===== src/rtl/polymul_rom6_sequencer.sv =====
// Stage-6 ROM walker: fetches 128 packed words and issues basemul ops.
// Optional macro ROM6_SEQ_PERF_EN adds perf_cycles / perf_stalls counters.
module polymul_rom6_sequencer #(
  parameter int N_ENTRIES  = 128,
  parameter int FIFO_DEPTH = 2
) (
  input  logic        clk,
  input  logic        srst,
  input  logic        start,
  input  logic        abort,
  output logic [6:0]  rom_addr,
  input  logic [63:0] rom_dout,
  output logic        op_valid,
  input  logic        op_ready,
  output logic [11:0] op_scale,
  output logic [7:0]  op_addr_a,
  output logic [7:0]  op_addr_b,
  output logic [11:0] op_zeta,
  output logic [7:0]  op_addr_c,
  output logic [7:0]  op_addr_d,
  output logic [6:0]  op_index,
  output logic        op_last,
  output logic        busy,
  output logic        done
`ifdef ROM6_SEQ_PERF_EN
  ,
  output logic [15:0] perf_cycles,
  output logic [15:0] perf_stalls
`endif
);

  localparam int PW = (FIFO_DEPTH > 1) ? $clog2(FIFO_DEPTH) : 1;
  localparam int CW = $clog2(FIFO_DEPTH + 1);

  typedef enum logic [1:0] {
    IDLE,
    RUN,
    DRAIN
  } state_t;

  typedef struct packed {
    logic [11:0] scale;
    logic [7:0]  a;
    logic [7:0]  b;
    logic [11:0] zeta;
    logic [7:0]  c;
    logic [7:0]  d;
    logic [6:0]  idx;
  } entry_t;

  state_t          state_q;
  state_t          state_d;
  entry_t          mem [FIFO_DEPTH];
  entry_t          head;
  entry_t          entry_in;
  logic [PW-1:0]   rd_q;
  logic [PW-1:0]   wr_q;
  logic [CW-1:0]   occ_q;
  logic [7:0]      cnt_q;
  logic [6:0]      hold_q;
  logic            infl_q;
  logic [6:0]      infl_idx_q;
  logic            done_q;
  logic            pop;
  logic            push;
  logic            last_hs;
  logic            cnt_end;
  logic            fetch;
  logic            start_ok;
  logic [31:0]     used;
  logic [31:0]     room;

  function automatic logic [PW-1:0] nxt(input logic [PW-1:0] p);
    return (p == PW'(FIFO_DEPTH - 1)) ? '0 : p + PW'(1);
  endfunction

  // Handshake, credit and fetch decisions
  always_comb begin
    head     = mem[rd_q];
    op_valid = (occ_q != '0);
    pop      = op_valid & op_ready;
    push     = infl_q & ~abort;
    op_last  = op_valid & (head.idx == 7'(N_ENTRIES - 1));
    last_hs  = pop & op_last;
    cnt_end  = (cnt_q >= 8'(N_ENTRIES));
    used     = 32'(occ_q) + 32'(infl_q);
    room     = 32'(FIFO_DEPTH) + 32'(pop);
    start_ok = (state_q == IDLE) & start & ~abort;
    fetch    = (state_q == RUN) & ~abort & ~cnt_end & (used < room);
    entry_in = '{
      scale: rom_dout[59:48],
      a:     rom_dout[47:40],
      b:     rom_dout[39:32],
      zeta:  rom_dout[27:16],
      c:     rom_dout[15:8],
      d:     rom_dout[7:0],
      idx:   infl_idx_q
    };
  end

  // Next-state logic
  always_comb begin
    state_d = state_q;
    unique case (state_q)
      IDLE:    if (start_ok) state_d = RUN;
      RUN: begin
        if (abort || last_hs) state_d = IDLE;
        else if (cnt_end)     state_d = DRAIN;
      end
      DRAIN:   if (abort || last_hs) state_d = IDLE;
      default: state_d = IDLE;
    endcase
  end

  // State, fetch counter and in-flight tracking
  always_ff @(posedge clk) begin
    if (srst) begin
      state_q    <= IDLE;
      cnt_q      <= '0;
      hold_q     <= '0;
      infl_q     <= 1'b0;
      infl_idx_q <= '0;
      done_q     <= 1'b0;
    end else begin
      state_q <= state_d;
      done_q  <= last_hs & ~abort & (state_q != IDLE);
      infl_q  <= fetch;
      if (fetch) begin
        infl_idx_q <= cnt_q[6:0];
        hold_q     <= cnt_q[6:0];
        cnt_q      <= cnt_q + 8'd1;
      end
      if (start_ok) cnt_q <= '0;
    end
  end

  // Output skid FIFO; abort flushes it without clearing storage
  always_ff @(posedge clk) begin
    if (srst) begin
      rd_q  <= '0;
      wr_q  <= '0;
      occ_q <= '0;
      for (int i = 0; i < FIFO_DEPTH; i++) mem[i] <= '0;
    end else if (abort) begin
      rd_q  <= '0;
      wr_q  <= '0;
      occ_q <= '0;
    end else begin
      if (push) begin
        mem[wr_q] <= entry_in;
        wr_q      <= nxt(wr_q);
      end
      if (pop) rd_q <= nxt(rd_q);
      occ_q <= occ_q + CW'(push) - CW'(pop);
    end
  end

  // Output mapping from FIFO head and control state
  always_comb begin
    rom_addr  = ((state_q == RUN) && !cnt_end) ? cnt_q[6:0] : hold_q;
    op_scale  = head.scale;
    op_addr_a = head.a;
    op_addr_b = head.b;
    op_zeta   = head.zeta;
    op_addr_c = head.c;
    op_addr_d = head.d;
    op_index  = head.idx;
    busy      = (state_q != IDLE);
    done      = done_q;
  end

`ifdef ROM6_SEQ_PERF_EN
  // Saturating busy-cycle and stall counters, cleared on accepted start
  always_ff @(posedge clk) begin
    if (srst) begin
      perf_cycles <= '0;
      perf_stalls <= '0;
    end else if (start_ok) begin
      perf_cycles <= '0;
      perf_stalls <= '0;
    end else begin
      if (busy && perf_cycles != 16'hFFFF)
        perf_cycles <= perf_cycles + 16'd1;
      if (op_valid && !op_ready && perf_stalls != 16'hFFFF)
        perf_stalls <= perf_stalls + 16'd1;
    end
  end
`endif

endmodule


===== config.mk =====
export PLATFORM = sky130hd
export DESIGN_NAME = polymul_rom6_sequencer
export DESIGN_NICKNAME = d
export VERILOG_FILES = /design/src/rtl/polymul_rom6_sequencer.sv
export SDC_FILE = /design/constraint.sdc
export NUM_CORES = 1
export LEC_CHECK = 0
export ABC_AREA = 1
export CAP_MARGIN = 20
export CORE_UTILIZATION = 53
export CTS_BUF_LIST = sky130_fd_sc_hd__clkbuf_8
export DETAILED_ROUTE_END_ITERATION = 7
export MAX_ROUTING_LAYER = met4
export PLACE_DENSITY_LB_ADDON = 0.1
export SYNTH_ARGS = -nofsm -noshare
export SYNTH_HDL_FRONTEND = slang
export SYNTH_SLANG_ARGS = --single-unit

===== constraint.sdc =====
create_clock -name clk -period 3.7 [get_ports clk]
set_input_delay 0.925 -clock clk [delete_from_list [all_inputs] [get_ports clk]]
set_output_delay 0.925 -clock clk [all_outputs]
set_load 0.02 [all_outputs]

==> results.toml <==
[timing]
setup_viol = 0
rsz0062_at_grt = "no"
drv_slew = 0
tightest_slew_ps = 730
finalCritPeriodShare_pct = 86.4
final_hold_viol_count = 0
finalClockSkew_ps = 5.13
relSlewSlack_pct = 51.3
fmax_mhz = 313
finalSetupTns_ps = 0
layout_setup_ws_ps = 501
min_period_ps = 3200

[pwr]
swShare_pct = 22.9
ir_drop_uv = 242
p_leak_nw = 3.65
clockPowerShare_pct = 31.1
p_int_mw = 2.44
p_sw_mw = 0.726
power_density_nw_per_um2 = 376
seq_power_share_pct = 59.8
comb_power_share_pct = 9.2

[setup_path]
end_kind = "output port"
path_max_fanout = 16
cp_top_family = "buffers and inverters"
crit_arrival_ps = 2270
crit_slowest_cell = "clkdlybuf4s50_1"
cp-start-kind = "flip-flop"
r2r_slack_ps = 1960
cp.buffers_inverters = 2
crit_chain = "inv_2, nand2_1, nand2_1, nand2_1, nor4_1, clkdlybuf4s50_1"
cp_common_cell = "nand2_1"
crit_path_max_incr_delay_ps = 650
worstPathRequired_ps = 2770
crit_type = "flip-flop to output port"

[global_routing]
antenna_found_initial = 0
grt_pass1_vias = 4809
grt_start_max_net_pins = 64
grt_util_all_layers_pct = 23.2
globalRouteOverflowTotal = 0
grt_pass1_wl_um = 22200

[detailed_routing]
vias_per_cell = 4.78
vias = 4883
drt_iter0_drc = 306
drc = 0
wl_per_cell_um = 13.5
routed_wirelength_um = 13800
drtAntennaViolNets = 0
dr.pass1.iters = 5

[yosys]
synth_top_family_by_area = "simple AND/OR/NAND/NOR gates"
synth_mux_area_share_pct = 0
seq_area_frac_synth_pct = 64.4
synth_area_per_cell_um2 = 9.32
ys_ff_latch = 150
syn-cell-area_um2 = 6630
yosys.area_share.simple_pct = 24.2
yosysWarnings = 0
synthXorXnorAreaFrac_pct = 0.793
synth_compound_area_share_pct = 2.47
synthAdderAreaFrac_pct = 1.13
yosysUniqueCellTypes = 31
syn_inst = 711
synth_fp_nets = 786

[cts]
ctsHoldBuffers = 0
cts_buffers = 17
cts_tree = "done"
htreeDepth = 4
root_buffer = "clkbuf_8"
cts_max_path_buffers = 2
clk_latency_ps = 450
post_cts_resized = 0
postCtsSetupBuffers = 0
cts_num_sinks = 150
clk_pin_slew_ps = 70

[layout]
final_nets = 916
utilization_pct = 69.6
final_common_cell = "nand2_1"
diodes = 0
post_layout_nonfiller_instances = 1022
layout_common_cells = "nand2_1 (237), nor2_1 (147), clkdlybuf4s50_1 (134)"
drive_gt1_share_pct = 5.50
fin_area_um2 = 8430
syn2layout_area_growth_pct = 27.3

[die]
fp.dieW_um = 114
die_h_um = 114
die-area_um2 = 13000
rows = 40
ioPinCount = 143
fp.coreArea_um2 = 12100
initial_core_util_pct = 54.7

[placed_design]
dp_hpwl_um = 8680
pre_cts_slack_ps = 766
placed_cells = 990
place.gp.congestion = 0.874
post_dp_cell_area_um2 = 8140
port_buffers = 134

[flow_run]
cap_violations = 0

[status]
status = "completed"

[hold_path]
hold_path_class = "flip-flop to flip-flop"
[through the flow]
step / power, mW / hold WS, ps
3_5_place_dp: 2.22 / 435
3_3_place_gp: 2.22 / 435
4_1_cts: 3.20 / 447
6_report: 3.17 / 451
2_1_floorplan: 2.06 / 425
5_1_grt: 3.29 / 473
[per-layer routing]
metal  wire (um)  share of wire [%]  GRT usage [%]
met5           0                  0              -
met1        5890                 43           27.3
met3         661                4.8           5.53
met2        6940                 50           38.6
met4         286                2.1           9.35
[power by group through the flow]
stage	clock network [mW]	registers [mW]	logic, mW
detailed placement	0	1.93	0.292
global placement	0	1.93	0.289
global route	1.08	1.90	0.314
CTS	1.01	1.89	0.293
floorplan	0	1.93	0.132
finish	0.984	1.89	0.290
[path summary, 6_finish.rpt]
kind	to	cells after the start	start
worst min register to register	flip-flop	1	rd_q
worst min-delay path	flip-flop	1	rd_q
worst max-delay path	op_last	6	flip-flop
worst max register to register	cnt_q[0]	7	infl_q
[state kept, by name, summed over array words and instances, names as in the netlist, named ones only]
name	flops
infl_q	1
cnt_q	8
mem	126
occ_q	2
done	1
infl_idx_q	7
wr_q	1
state_q	2
rd_q	1
[cells in the mapped netlist]
cell type	instances	area [um2]
nand2_1	239	897
nor2_1	147	552
edfxtp_1	126	3780
inv_1	82	308
dfxtp_1	24	480
a21oi_1	13	65.1
buf_2	13	65.1
o21ai_0	13	65.1
clkbuf_1	12	45.0
ha_1	6	75.1
xor2_1	5	43.8
nand3_1	4	20.0
nand3_2	3	30.0
a21oi_2	2	17.5
buf_1	2	7.51
buf_6	2	22.5
inv_2	2	7.51
nand2_2	2	12.5
nor2_4	2	22.5
a21oi_4	1	16.3
and3_1	1	6.26
buf_4	1	7.51
clkbuf_2	1	5.00
nand2_4	1	11.3
nand3b_1	1	7.51
nor2_2	1	6.26
nor2_8	1	20.0
nor3_1	1	5.00
nor4_1	1	6.26
or2_2	1	6.26
xnor2_1	1	8.76
[layout make-up]
class	instances	area [um2]
Sequential cell	150	4270
Fill cell	998	3680
Multi-Input combinational cell	446	1910
Timing Repair Buffer	142	1440
Inverter	84	315
Clock buffer	17	234
Tap cell	168	210
Clock inverter	15	60.1
[worst register-to-register path, cell delays in order (launching register included)]
cell and delay (ps):
dfxtp_1 370, ha_1 210, ha_1 180, nor2_1 170, nand2_2 90, a21oi_4 320, nand2_1 120, and3_1 180
[cell families (layout without fill, tap and decap cells)]
| group | after synthesis | count (layout) |
|---|---|---|
| AOI/OAI and AO/OA | 29 | 29 |
| xor gates and xnor gates | 6 | 6 |
| adders and majority gates | 6 | 6 |
| buffers and inverters | 115 | 258 |
| DFF | 150 | 150 |
| and+or+nand+nor | 405 | 405 |
Power figures use the tool's default switching activity.
